`src/rtl/unified_bus_arbiter.sv`:
```
// rtl/unified_bus_arbiter.sv - shares one memory bus between fetch (I) and load/store (D) requesters
// Round-robin on ties, per-transaction watchdog turns a hung bus into an error response.
module unified_bus_arbiter #(
  parameter int ADDR_W  = 32,
  parameter int DATA_W  = 32,
  parameter int TIMEOUT = 255,
  parameter int CNT_W   = 8
) (
  input  logic                clk,
  input  logic                reset,
  input  logic                if_req,
  input  logic [ADDR_W-1:0]   if_addr,
  output logic [DATA_W-1:0]   if_rdata,
  output logic                if_done,
  output logic                if_err,
  input  logic                d_req,
  input  logic                d_we,
  input  logic [ADDR_W-1:0]   d_addr,
  input  logic [DATA_W-1:0]   d_wdata,
  input  logic [DATA_W/8-1:0] d_wstrb,
  output logic [DATA_W-1:0]   d_rdata,
  output logic                d_done,
  output logic                d_err,
  output logic                mem_valid,
  output logic                mem_we,
  output logic [ADDR_W-1:0]   mem_addr,
  output logic [DATA_W-1:0]   mem_wdata,
  output logic [DATA_W/8-1:0] mem_wstrb,
  input  logic                mem_ready,
  input  logic [DATA_W-1:0]   mem_rdata,
  output logic                stall
);

  localparam int SW = DATA_W / 8;
  localparam logic [1:0] S_IDLE  = 2'd0;
  localparam logic [1:0] S_BUS_I = 2'd1;
  localparam logic [1:0] S_BUS_D = 2'd2;
  localparam logic [1:0] S_RESP  = 2'd3;
  // Last wait cycle allowed: the counter would reach TIMEOUT on this cycle.
  localparam logic [CNT_W-1:0] CNT_LAST = (TIMEOUT == 0) ? '0 : CNT_W'(TIMEOUT - 1);

  logic [1:0]        state_q, state_d;
  logic [CNT_W-1:0]  cnt_q, cnt_d;
  logic              last_d_q, last_d_d;
  logic              mem_valid_q, mem_valid_d;
  logic              mem_we_q, mem_we_d;
  logic [ADDR_W-1:0] mem_addr_q, mem_addr_d;
  logic [DATA_W-1:0] mem_wdata_q, mem_wdata_d;
  logic [SW-1:0]     mem_wstrb_q, mem_wstrb_d;
  logic [DATA_W-1:0] if_rdata_q, if_rdata_d;
  logic [DATA_W-1:0] d_rdata_q, d_rdata_d;
  logic              if_done_q, if_done_d;
  logic              d_done_q, d_done_d;
  logic              if_err_q, if_err_d;
  logic              d_err_q, d_err_d;
  logic              grant_d;
  logic              owner_d;

  always_comb begin
    state_d     = state_q;
    cnt_d       = cnt_q;
    last_d_d    = last_d_q;
    mem_valid_d = mem_valid_q;
    mem_we_d    = mem_we_q;
    mem_addr_d  = mem_addr_q;
    mem_wdata_d = mem_wdata_q;
    mem_wstrb_d = mem_wstrb_q;
    if_rdata_d  = if_rdata_q;
    d_rdata_d   = d_rdata_q;
    if_done_d   = 1'b0;
    d_done_d    = 1'b0;
    if_err_d    = 1'b0;
    d_err_d     = 1'b0;
    grant_d     = 1'b0;
    owner_d     = (state_q == S_BUS_D);
    case (state_q)
      S_IDLE: begin
        if (if_req || d_req) begin
          // On a tie, the requester that did not own the bus last wins.
          grant_d     = d_req && (!if_req || !last_d_q);
          mem_valid_d = 1'b1;
          cnt_d       = '0;
          if (grant_d) begin
            mem_we_d    = d_we;
            mem_addr_d  = d_addr;
            mem_wdata_d = d_wdata;
            mem_wstrb_d = d_we ? d_wstrb : '0;
            state_d     = S_BUS_D;
          end else begin
            mem_we_d    = 1'b0;
            mem_addr_d  = if_addr;
            mem_wdata_d = '0;
            mem_wstrb_d = '0;
            state_d     = S_BUS_I;
          end
        end
      end
      S_BUS_I, S_BUS_D: begin
        if (mem_valid_q && mem_ready) begin
          mem_valid_d = 1'b0;
          cnt_d       = '0;
          last_d_d    = owner_d;
          state_d     = S_RESP;
          if (owner_d) begin
            d_done_d = 1'b1;
            if (!mem_we_q) d_rdata_d = mem_rdata;
          end else begin
            if_done_d  = 1'b1;
            if_rdata_d = mem_rdata;
          end
        end else if ((TIMEOUT != 0) && (cnt_q == CNT_LAST)) begin
          mem_valid_d = 1'b0;
          cnt_d       = '0;
          last_d_d    = owner_d;
          state_d     = S_RESP;
          if (owner_d) begin
            d_done_d  = 1'b1;
            d_err_d   = 1'b1;
            d_rdata_d = '0;
          end else begin
            if_done_d  = 1'b1;
            if_err_d   = 1'b1;
            if_rdata_d = '0;
          end
        end else begin
          cnt_d = cnt_q + CNT_W'(1);
        end
      end
      S_RESP:  state_d = S_IDLE;
      default: state_d = S_IDLE;
    endcase
  end

  always_ff @(posedge clk or negedge reset) begin
    if (!reset) begin
      state_q     <= S_IDLE;
      cnt_q       <= '0;
      last_d_q    <= 1'b0;
      mem_valid_q <= 1'b0;
      mem_we_q    <= 1'b0;
      mem_addr_q  <= '0;
      mem_wdata_q <= '0;
      mem_wstrb_q <= '0;
      if_rdata_q  <= '0;
      d_rdata_q   <= '0;
      if_done_q   <= 1'b0;
      d_done_q    <= 1'b0;
      if_err_q    <= 1'b0;
      d_err_q     <= 1'b0;
    end else begin
      state_q     <= state_d;
      cnt_q       <= cnt_d;
      last_d_q    <= last_d_d;
      mem_valid_q <= mem_valid_d;
      mem_we_q    <= mem_we_d;
      mem_addr_q  <= mem_addr_d;
      mem_wdata_q <= mem_wdata_d;
      mem_wstrb_q <= mem_wstrb_d;
      if_rdata_q  <= if_rdata_d;
      d_rdata_q   <= d_rdata_d;
      if_done_q   <= if_done_d;
      d_done_q    <= d_done_d;
      if_err_q    <= if_err_d;
      d_err_q     <= d_err_d;
    end
  end

  assign mem_valid = mem_valid_q;
  assign mem_we    = mem_we_q;
  assign mem_addr  = mem_addr_q;
  assign mem_wdata = mem_wdata_q;
  assign mem_wstrb = mem_wstrb_q;
  assign if_rdata  = if_rdata_q;
  assign d_rdata   = d_rdata_q;
  assign if_done   = if_done_q;
  assign d_done    = d_done_q;
  assign if_err    = if_err_q;
  assign d_err     = d_err_q;
  assign stall     = (if_req & ~if_done_q) | (d_req & ~d_done_q);

endmodule

```
`config.mk`:
```
export PLATFORM = sky130hd
export DESIGN_NAME = unified_bus_arbiter
export DESIGN_NICKNAME = d
export VERILOG_FILES = /design/src/rtl/unified_bus_arbiter.sv
export SDC_FILE = /design/constraint.sdc
export NUM_CORES = 1
export LEC_CHECK = 0
export CAP_MARGIN = 20
export CORE_ASPECT_RATIO = 0.5
export CORE_MARGIN = 3
export CORE_UTILIZATION = 35
export DETAILED_ROUTE_END_ITERATION = 10
export GPL_ROUTABILITY_DRIVEN = 0
export GPL_TIMING_DRIVEN = 1
export PLACE_DENSITY = 0.7
export SYNTH_ARGS = -nofsm -noshare
export SYNTH_HDL_FRONTEND = slang
export SYNTH_SLANG_ARGS = --single-unit
```
`constraint.sdc`:
```
create_clock -name clk -period 2.2 [get_ports clk]
set_input_delay 0.44 -clock clk [delete_from_list [all_inputs] [get_ports clk]]
set_output_delay 0.44 -clock clk [all_outputs]
set_load 0.05 [all_outputs]
```
==> flow_summary.ini <==
[critical_path]
crit_family = buffers and inverters
worstReg2RegEnd = mem_valid$_DFFE_PN0P_
crit_path_max_fanout = 2
r2r_setup_slack_ns = 0.19
critical_path_depth = 1
path_cells = clkdlybuf4s50_1
worstSetupEndpointType = output pin
path_class = reg -> out
path_buf_inv = 1
worstPathArrival_ns = 1.66
worst-endpoint-required_ns = 1.76
cpMaxStageDelayCell = clkdlybuf4s50_1
reg2regPathDepth = 6
r2r-start = state_q[0]$_DFFE_PN0P_
worst_setup_path_start_kind = flop
cpPeakStageDelay_ns = 0.87

[global_route]
grt_util_met1_pct = 23.0
grt_first_pass_wirelength_mm = 27.2
antenna_found_initial = 0
met2_usage_pct = 32.1
overflow = 0
grt_use_total_pct = 18.2
grt_max_degree = 55
grt_pass1_vias = 4872
grt_util_met3_pct = 3.87
gr-max-usage-layer = met2

[logic_synthesis]
synth_compound_area_share_pct = 20.0
syn-num-nets = 597
synth-edff-count = 0
synth_seq_area_share_pct = 62.6
synth_warnings = 0
ys_ff_latch = 149
synth-simple-area-share_pct = 5.75
synth_cell_types = 40
synth-adder-area-share_pct = 1.05
synth_area_um2 = 5960
synthCells = 454
synth_top_family_by_area = compound AO/OA/AOI/OAI gates
synthFlopType = dfrtp_1
synth_xor_area_share_pct = 0.735
synth.mux.area_fraction_pct = 6.09
synthArstFlopShare_pct = 100
syn_area_per_cell_um2 = 13.1

[final_layout]
fin_nets = 880
post_layout_nonfiller_instances = 977
nFillCells = 1360
drive_gt1_share_pct = 9.20
area.growth.synth_to_final_pct = 62.7
multi_input_area_um2 = 2020
area.sequential_um2 = 3730
diodes = 0
post-route-util_pct = 58.7

[floorplanning]
num_rows = 33
die_h_um = 98.3
die_x_um = 191
start_util_pct = 36.1
die_area_um2 = 18700
boundaryPins = 277
core_area_um2 = 16500

[clock_tree]
path_clk_slew_ns = 0.06
root_buffer = clkbuf_16
cts_hold_buf = 1
cts_sinks = 149
cts.htree.levels = 4
clockBufferDepth = 2
cts.repair.resized = 0
cts_tree = built
numCtsBuffers = 17
post-cts-setup-buffers = 0
clock_latency_ns = 0.41

[power_and_ir_drop]
p_leak_nw = 4.32
power.total_mw = 6.02
ir_worst_vdd_mv = 0.505
p_per_area_nw_per_um2 = 621

[routing]
drc_errors = 0
via_per_inst = 4.92
drt_iter0_drc = 242
drtAntennaViolNets = 0
dr.pass1.iters = 4
num_vias = 4808
drt-wirelength-per-cell_um = 17.8
wl_mm = 17.4

[min_path]
worstHoldPathCells = 2
min_to = mem_addr[16]$_DFFE_PN0P_
hp-class = reg -> reg
min-delay-start = mem_addr[16]$_DFFE_PN0P_

[placed_design]
dp_hpwl_mm = 12.6
dp.cells = 944
io_buffer_count = 276

[outcome]
status = completed

[timing]
period_minus_slack_ns = 2.10
final-max-slew-violation-count = 0
hold_viol = 0
fin_setup_tns_ns = 0
fin_skew_ns = 0.0137
max_freq_mhz = 476
worst_pin_slew_ns = 0.570
max_slew_margin_pct = 61.9
timing.final.crit_share_pct = 95.4
setup_viol = 0
rsz0062_at_grt = no

[job]
maxCapViolCount = 0
[state kept, by name, summed over array words and instances (netlist names), 2 cells and up]
name and flops:
d_rdata 32, if_rdata 32, mem_wstrb 4, state_q 2
cnt_q 8, mem_wdata 32, mem_addr 32
[area by class of cell]
| type | instances | share of cell area, % |
|---|---|---|
| multi-input combinational | 265 | 20.8 |
| clock buffer | 17 | 4.39 |
| sequential | 149 | 38.4 |
| inverter | 8 | 0.310 |
| tap | 227 | 2.93 |
| clock inverter | 15 | 1.65 |
| timing repair buffer | 296 | 31.4 |
[routing by layer]
metal  up-vias  part of all wire (%)
li1       2257                     -
met1      2405                    42
met2       132                    52
met3        14                   5.0
met4         0                   1.1
met5         -                     0
[stage by stage]
step	setup slack, ns	area [µm²]	hold slack (ns)
floorplan	0.358	5960	0.144
global placement	0.143	9100	0.442
detailed placement	0.0802	9100	0.438
CTS	0.0869	9700	0.484
global route	0.0564	9700	0.498
finish	0.100	9700	0.478
[power by group]
part | leakage [nW] | switching [mW] | internal (mW)
combinational | 1.97 | 0.138 | 0.261
sequential | 2.06 | 0 | 2.74
clock | 0.280 | 1.27 | 1.61
[Yosys cell counts, types with 2 or more instances]
cell type	count	area share, %
dfrtp_1	149	63
a22o_1	97	14
nand2_1	38	2.4
o21ai_0	37	3.1
mux2i_1	34	5.7
buf_2	16	1.3
buf_4	10	1.3
nor2_1	10	0.63
inv_1	7	0.44
ha_1	5	1.0
nor3_1	5	0.42
xnor2_1	5	0.73
a32o_1	4	0.67
buf_6	3	0.57
clkbuf_1	3	0.19
and2_1	2	0.21
mux2_2	2	0.38
nand3_1	2	0.17
o21bai_1	2	0.25
o22ai_1	2	0.21
or2_2	2	0.21
[cells by family after synthesis]
family	after synthesis
adder cells (fa/ha/maj)	5
AND/OR/NAND/NOR	70
buffers and inverters	40
XOR/XNOR	5
multiplexers	36
flip-flops	149
AO/OA/AOI/OAI	149
[worst max-delay path by stage]
stage	start	to	slack, ns
2_1_floorplan	d_done$_DFF_PN0_	stall	0.36
3_3_place_gp	d_req	mem_valid$_DFFE_PN0P_	0.14
3_5_place_dp	d_req	mem_valid$_DFFE_PN0P_	0.08
4_1_cts	d_done$_DFF_PN0_	d_done	0.09
5_1_grt	d_done$_DFF_PN0_	d_done	0.06
6_report	d_done$_DFF_PN0_	d_done	0.10
[placed cells by master (no fill, tap or decap), types with 2 or more instances in the layout]
master	netlist	layout
a32o_1	4	4
clkbuf_16	0	17
inv_6	0	6
mux2_2	2	2
mux2i_1	34	34
nand3_1	2	2
o22ai_1	2	2
buf_4	10	10
inv_1	7	7
and2_1	2	2
nor3_1	5	4
o21ai_0	37	36
nor2_1	10	10
clkinvlp_4	0	3
buf_12	0	11
xnor2_1	5	5
clkdlybuf4s50_1	0	273
a22o_1	97	97
dfrtp_1	149	149
or2_2	2	2
ha_1	5	5
inv_8	0	3
nand2_1	38	38
nor3_2	1	2
Power figures use the tool's default switching activity.
